`src/rtl/inst_loader.sv`:
```
// inst_loader: serial boot loader feeding the core's instruction memory.
// Deserialises an LSB-first bit stream (wInst, qualified by sclk rising
// edges while IWEN is high) into INST_W-bit words, writes them to
// consecutive instruction-memory addresses, then releases the core.
// Optional build macro INST_LOADER_CHKSUM_EN adds a running XOR checksum
// output (chksum) over every written word.
module inst_loader #(
  parameter int ADDR_W = 8,
  parameter int INST_W = 32
) (
  input  logic              clk,
  input  logic              rst,
  input  logic              IWEN,
  input  logic              sclk,
  input  logic              wInst,
  output logic              imem_we,
  output logic [ADDR_W-1:0] imem_addr,
  output logic [INST_W-1:0] imem_wdata,
  output logic              cpu_hold,
  output logic              cpu_start,
  output logic              frag_err,
  output logic              wrap
`ifdef INST_LOADER_CHKSUM_EN
  ,
  output logic [INST_W-1:0] chksum
`endif
);

  localparam int CNT_W = $clog2(INST_W);
  localparam logic [CNT_W-1:0] LAST_BIT = CNT_W'(INST_W - 1);

  typedef enum logic [1:0] {
    IDLE,
    SHIFT,
    WRITE,
    DONE
  } state_t;

  state_t            state;
  logic              sclk_s1, sclk_s2, sclk_s3;
  logic              iwen_s1, iwen_s2;
  logic              winst_s1, winst_s2;
  logic [INST_W-1:0] sh;
  logic [INST_W-1:0] sh_next;
  logic [CNT_W-1:0]  bit_cnt;
  logic              bit_event;

  // A bit is taken on a synchronised sclk rising edge inside the load window
  assign bit_event = sclk_s2 & ~sclk_s3 & iwen_s2;
  assign sh_next   = {winst_s2, sh[INST_W-1:1]};

  // Bring the asynchronous boot-interface pins into the clk domain
  always_ff @(posedge clk or posedge rst) begin
    if (rst) begin
      sclk_s1  <= 1'b0;
      sclk_s2  <= 1'b0;
      sclk_s3  <= 1'b0;
      iwen_s1  <= 1'b0;
      iwen_s2  <= 1'b0;
      winst_s1 <= 1'b0;
      winst_s2 <= 1'b0;
    end else begin
      sclk_s1  <= sclk;
      sclk_s2  <= sclk_s1;
      sclk_s3  <= sclk_s2;
      iwen_s1  <= IWEN;
      iwen_s2  <= iwen_s1;
      winst_s1 <= wInst;
      winst_s2 <= winst_s1;
    end
  end

  // Load sequencer: collect bits, write whole words, then release the core once
  always_ff @(posedge clk or posedge rst) begin
    if (rst) begin
      state      <= IDLE;
      sh         <= '0;
      bit_cnt    <= '0;
      imem_we    <= 1'b0;
      imem_addr  <= '0;
      imem_wdata <= '0;
      cpu_hold   <= 1'b1;
      cpu_start  <= 1'b0;
      frag_err   <= 1'b0;
      wrap       <= 1'b0;
    end else begin
      case (state)
        IDLE: begin
          cpu_hold <= 1'b1;
          // An edge can be decoded in the same cycle the window opens
          if (bit_event) begin
            sh      <= sh_next;
            bit_cnt <= bit_cnt + 1'b1;
          end
          if (iwen_s2) begin
            state <= SHIFT;
          end
        end
        SHIFT: begin
          if (bit_event) begin
            sh <= sh_next;
            if (bit_cnt == LAST_BIT) begin
              bit_cnt    <= '0;
              imem_we    <= 1'b1;
              imem_wdata <= sh_next;
              state      <= WRITE;
            end else begin
              bit_cnt <= bit_cnt + 1'b1;
            end
          end else if (!iwen_s2) begin
            if (bit_cnt != '0) begin
              frag_err <= 1'b1;
            end
            bit_cnt   <= '0;
            cpu_hold  <= 1'b0;
            cpu_start <= 1'b1;
            state     <= DONE;
          end
        end
        WRITE: begin
          imem_we   <= 1'b0;
          imem_addr <= imem_addr + 1'b1;
          if (imem_addr == '1) begin
            wrap <= 1'b1;
          end
          state <= SHIFT;
        end
        DONE: begin
          cpu_hold  <= 1'b0;
          cpu_start <= 1'b0;
        end
        default: begin
          state <= IDLE;
        end
      endcase
    end
  end

`ifdef INST_LOADER_CHKSUM_EN
  // Fold each word into the checksum the cycle after its write strobe
  always_ff @(posedge clk or posedge rst) begin
    if (rst) begin
      chksum <= '0;
    end else if (state == WRITE) begin
      chksum <= chksum ^ imem_wdata;
    end
  end
`else
  // Checksum disabled: no port and no logic
`endif

endmodule

```
`config.mk`:
```
export PLATFORM = sky130hd
export DESIGN_NAME = inst_loader
export DESIGN_NICKNAME = d
export VERILOG_FILES = /design/src/rtl/inst_loader.sv
export SDC_FILE = /design/constraint.sdc
export NUM_CORES = 1
export LEC_CHECK = 0
export ABC_CLOCK_PERIOD_IN_PS = 5850
export BUFFER_PORTS_ARGS = -buffer_cell sky130_fd_sc_hd__buf_2
export CAP_MARGIN = 20
export CORE_UTILIZATION = 61
export CTS_CLUSTER_SIZE = 16
export DETAILED_ROUTE_END_ITERATION = 8
export GPL_ROUTABILITY_DRIVEN = 0
export PLACE_DENSITY = 0.89
export SLEW_MARGIN = 20
export SYNTH_ARGS = -nofsm -noshare
export SYNTH_HDL_FRONTEND = slang
export SYNTH_SLANG_ARGS = --single-unit
export TNS_END_PERCENT = 5
```
`constraint.sdc`:
```
create_clock -name clk -period 5.85 [get_ports clk]
set_clock_uncertainty 0.05 [all_clocks]
set_input_delay 0.8775 -clock clk [delete_from_list [all_inputs] [get_ports clk]]
set_output_delay 0.8775 -clock clk [all_outputs]
set_load 0.01 [all_outputs]
```
# After elaboration in Yosys (flattened, before gate mapping)
# Index checks and enable logic that the tools add are counted.
# totals
regBits	91
output_inout_bits	45
elab_cells	73
inputBits	5
# classes
mux	19
add_sub_neg	2
bitwise_logic	5
eq_ne	13
reduce_logical	17
# ops
op	n
5-bit two-way mux	4
3-bit AND reduction	5
2-bit != test (second input constant)	6
5-bit one-hot mux with 2 select lines	1
8-bit by 1-bit adder with 8-bit output (second input constant)	1
8-bit equality test (second input constant)	1
2-bit two-way mux	4
4-bit AND reduction	2
1-bit two-way mux	6
3-bit != test (second input constant)	2
2-bit one-hot mux with 3 select lines	1
2-bit nonzero test	3
3-bit nonzero test	2
5-bit by 1-bit adder with 5-bit output (second input constant)	1
5-bit equality test (second input constant)	1
5-bit nonzero test	1
2-bit equality test (second input constant)	2
1-bit one-hot mux with 2 select lines	2
2-bit AND reduction	2
1-bit NOT	3
1-bit one-hot mux with 3 select lines	1
1-bit AND	2
2-bit by 1-bit equality test with 1-bit output (second input constant)	1
2-bit logical NOT	1
2-bit OR reduction	1

# Longest topological paths before layout
# logic_depth
ltp_word	5
mapped_depth	7
ltp_nobuf	6

# Worst setup path before layout
# No wires, ideal clock.
# synth_timing
kind	reg-to-reg
start	register bit_cnt[0]
end	register bit_cnt[3]
required_time_ps	5684
setup_time_ps	116
t_arrival_ps	1789
setup_slack_ps	3895
path_buffers	0
stages_incl_launch_ff	7
path_cell_list	dfrtp_1 -> ha_1 -> and3_1 -> ha_1 -> nor4bb_1 -> o22ai_1 -> o311ai_0
# synth_between
elab_chain_cells	4
elab_cells_between_ends	6
# synth_lines
element	line	source
start, declared	45	logic [CNT_W-1:0] bit_cnt;
start signal, assigned	93	bit_cnt <= bit_cnt + 1'b1;
start signal, assigned	108	bit_cnt <= bit_cnt + 1'b1;
5-bit by 1-bit adder with 5-bit output / 5-bit equality test (equally long branches)	93, 108, 102	
5-bit two-way mux	102	if (bit_cnt == LAST_BIT) begin
5-bit two-way mux	100	if (bit_event) begin
5-bit one-hot mux with 2 select lines (*)	87	case (state)
# Mark *: on every way between the ends. The rest lies on a longest branch, timed or not. The select of a mux whose other input is x is not followed.
# A chain may end at the register's enable or synchronous reset.

# Final worst setup path
# layout_timing
start	register state[1]
end	register imem_wdata[28]
# layout_between
elab_chain_cells	2
# layout_lines
element	line	source
start, declared	39	state_t state;
start signal, assigned	76	state <= IDLE;
start signal, assigned	96	state <= SHIFT;
start signal, assigned	106	state <= WRITE;
2-bit by 1-bit equality test with 1-bit output	87	
3-bit AND reduction (no source line)	--	
end signal, assigned	105	imem_wdata <= sh_next;
end, declared	18	output logic [INST_W-1:0] imem_wdata,
# No other way between the ends.

==> qor.txt <==
Run status -> completed
Worst-case hold path end point -> sclk_s2
Total CTS buffers -> 9
I/O Pins -> 50
Vias in the first global route -> 2244
Post-Synth Adder-Cell Area -> 1.69%
Post-CTS resize count -> 0
Antenna violations before repair -> 0
TritonRoute pass-1 iters -> 4
R2r setup slk -> 3400 ps
HP Start -> sclk_s1
Worst Hold Depth -> 0
Unrepaired setup endpoints after global routing -> no
Global-route wire length before repair -> 10.7 mm
CP Capture Type -> register
Mapped Area -> 3700 µm²
Post-synthesis net count -> 309
Final setup vio count -> 0
Width of the die -> 79.8 µm
Max Fclk -> 407 MHz
Dpl hpwl -> 4.04 mm
Mapped Cells -> 299
Initial drt markers -> 188
Fin. Hold Viols -> 0
Yosys top cell area share -> 60.3%
GR Overflow Total -> 0
Core Region -> 5680 µm²
Share of cells above drive strength 1 -> 30.2%
Final count of pins violating max slew -> 0
FF+latch count, synth -> 90
Worst slew pin tran -> 1070 ps
Largest family of logic cells by synthesized area -> simple AND/OR/NAND/NOR gates
DRC -> 0
Leak pwr -> 2.29 nW
Final net count -> 356
Hold-fix buffers, CTS -> 0
Fin crit share -> 42.0%
Layout fillers -> 391
Final min period -> 2450 ps
Yosys warns -> 0
Ant. Diodes -> 0
Compound-Gate Fraction of Synth Area -> 3.15%
Synth cell types -> 39
VDD IR max -> 0.148 mV
Worst skew pair latency -> 360 ps
DRT Wirelength -> 6.23 mm
Critical Path Source Type -> register
Total track usage -> 22.5%
Worst slew margin -> 28.5%
XOR/XNOR Fraction of Synth Area -> 1.66%
Leading area contributor after synthesis -> dfrtp_1
Via count -> 2279
IO buf count -> 49
Fin Hold WS -> 304 ps
DIE AREA -> 6370 µm²
Hold Path Class -> reg -> reg
Pwr dens -> 256 nW/µm²
Top_reg_cell synth -> dfrtp_1
Simple-Gate Fraction of Synth Area -> 15.2%
Post-synthesis mux area share -> 13.3%
Req. time, crit path -> 6040 ps
Sink Count -> 90
Post-Syn Area per Cell -> 12.4 µm²
Max cap viols -> 0
Setup TNS -> 0 ps
Routed Antenna Nets -> 0
Die height -> 79.8 µm
WL/cell -> 14.7 µm
Crit Path Max Fanout -> 35
EDFF count, synth -> 0
Via-per-instance ratio -> 5.39
Ranking of synthesized cells by area -> dfrtp_1 (60%), mux2_4 (12%), nand2_1 (9.7%), ha_1 (1.7%), buf_12 (1.6%)
Std cell rows -> 27
Pin count of the biggest net entering global routing -> 91
CTS H-tree lvls -> 3
Worst-case reg-to-reg path depth -> 4
Area grow syn2layout -> 11.4%
Max clock buf depth -> 2
Kind of critical path -> reg -> reg
Reg2reg start -> state[1]
Critical R2R Capture -> imem_wdata[28]
CTS clk-pin slew, worst paths -> 80 ps
CTS root buf -> clkbuf_8
Fin util -> 72.6%
Initial Util -> 65.1%
Sequential area share after synthesis -> 61.0%
Arr. time, crit path -> 2650 ps
Async SR Flop Fraction -> 100%
CTS tree -> built
Post-CTS Setup Bufs -> 0
-- Yosys cell counts, types with 2 or more instances --
cell and number:
ha_1 5, nor2b_1 2, o211ai_1 2, xnor2_1 4, mux2_2 5, clkbuf_1 9, a22o_1 2, dfrtp_1 89
nor3_1 3, nand2_1 96, inv_1 7, o21ai_0 2, nand2b_1 2, mux2_4 29, buf_6 2, nand3b_1 2
nand3_1 4, xor2_1 3, a21o_1 2, a21oi_1 4, buf_12 3, nor2_1 4, nand4_1 2
-- worst max-delay path by stage --
stage	from	endpoint	slack [ps]	depth (start not counted)
6_report	state[1]	imem_wdata[28]	3400	4
5_1_grt	state[1]	imem_wdata[28]	3270	4
4_1_cts	state[1]	imem_wdata[28]	3410	4
3_5_place_dp	state[1]	imem_wdata[28]	3440	4
3_3_place_gp	state[1]	imem_wdata[27]	3510	4
2_1_floorplan	rst	bit_cnt[0]	2590	1
-- through the flow --
stage / worst slack, ps / instances / area (µm²) / total power, mW
global route: 3270 / 423 / 4120 / 1.10
floorplan: 2590 / 299 / 3700 / 0.663
global placement: 3510 / 407 / 3920 / 0.671
CTS: 3410 / 423 / 4110 / 1.06
finish: 3400 / 423 / 4120 / 1.06
detailed placement: 3440 / 407 / 3920 / 0.672
-- per-layer routing --
metal	share of wire (%)	vias to the layer above	GRT usage, %
met4	1.7	0	12.5
li1	-	1078	-
met5	0	-	0
met3	4.0	16	3.77
met1	45	1126	30.2
met2	49	59	35.2
-- area by class of cell --
class / instances / area, µm² / share of cell area [%]
flip-flops and latches: 90 / 2250 / 54.7
multi-input cells: 187 / 1290 / 31.4
repair buffers: 51 / 264 / 6.41
clock buffers: 11 / 151 / 3.68
well taps: 72 / 90.1 / 2.19
clock inverters: 5 / 38.8 / 0.942
inverters: 7 / 27.5 / 0.668
-- layout by cell type (no fill, tap or decap), drive strengths merged --
| cell type | instances |
|---|---|
| a21o | 2 |
| mux2 | 34 |
| o311ai | 1 |
| dfrtp | 89 |
| inv | 6 |
| ha | 5 |
| o21bai | 1 |
| clkinvlp | 1 |
| or3b | 1 |
| buf | 51 |
| o211ai | 2 |
| a41o | 1 |
| nand2 | 96 |
| nor2 | 4 |
| o21ai | 2 |
| or4bb | 1 |
| o22ai | 1 |
| clkinv | 5 |
| nand3 | 4 |
| nor4bb | 2 |
| clkbuf | 11 |
| a31oi | 1 |
| nor2b | 2 |
| nand4b | 1 |
| nor3b | 1 |
| nand3b | 2 |
| dfstp | 1 |
| nor4b | 1 |
| a22o | 2 |
| xor2 | 3 |
| a21oi | 4 |
| nor3 | 3 |
| nand4 | 2 |
| xnor2 | 4 |
| nand2b | 2 |
| and3 | 2 |
-- kinds of logic after synthesis --
kind of cell / Yosys count
XOR/XNOR: 7
flip-flops: 90
AND/OR/NAND/NOR: 124
buffers and inverters: 22
multiplexers: 34
adder cells (fa/ha/maj): 5
AO/OA/AOI/OAI: 17
-- where the power goes --
group | switching, mW | internal (mW)
registers | 0.00592 | 0.628
clock network | 0.217 | 0.179
logic | 0.0164 | 0.00846
-- registers in the layout (all words and copies together), names as in the netlist, 2 cells and up --
signal and cells:
sh 31, imem_wdata 32, bit_cnt 5, state 2
imem_addr 8
-- critical path, cell delays in order (launching register included) --
cell	delay, ps
dfrtp_1	530
nor4bb_4	320
buf_4	350
and3_4	660
mux2_2	410
Power figures use the tool's default switching activity.
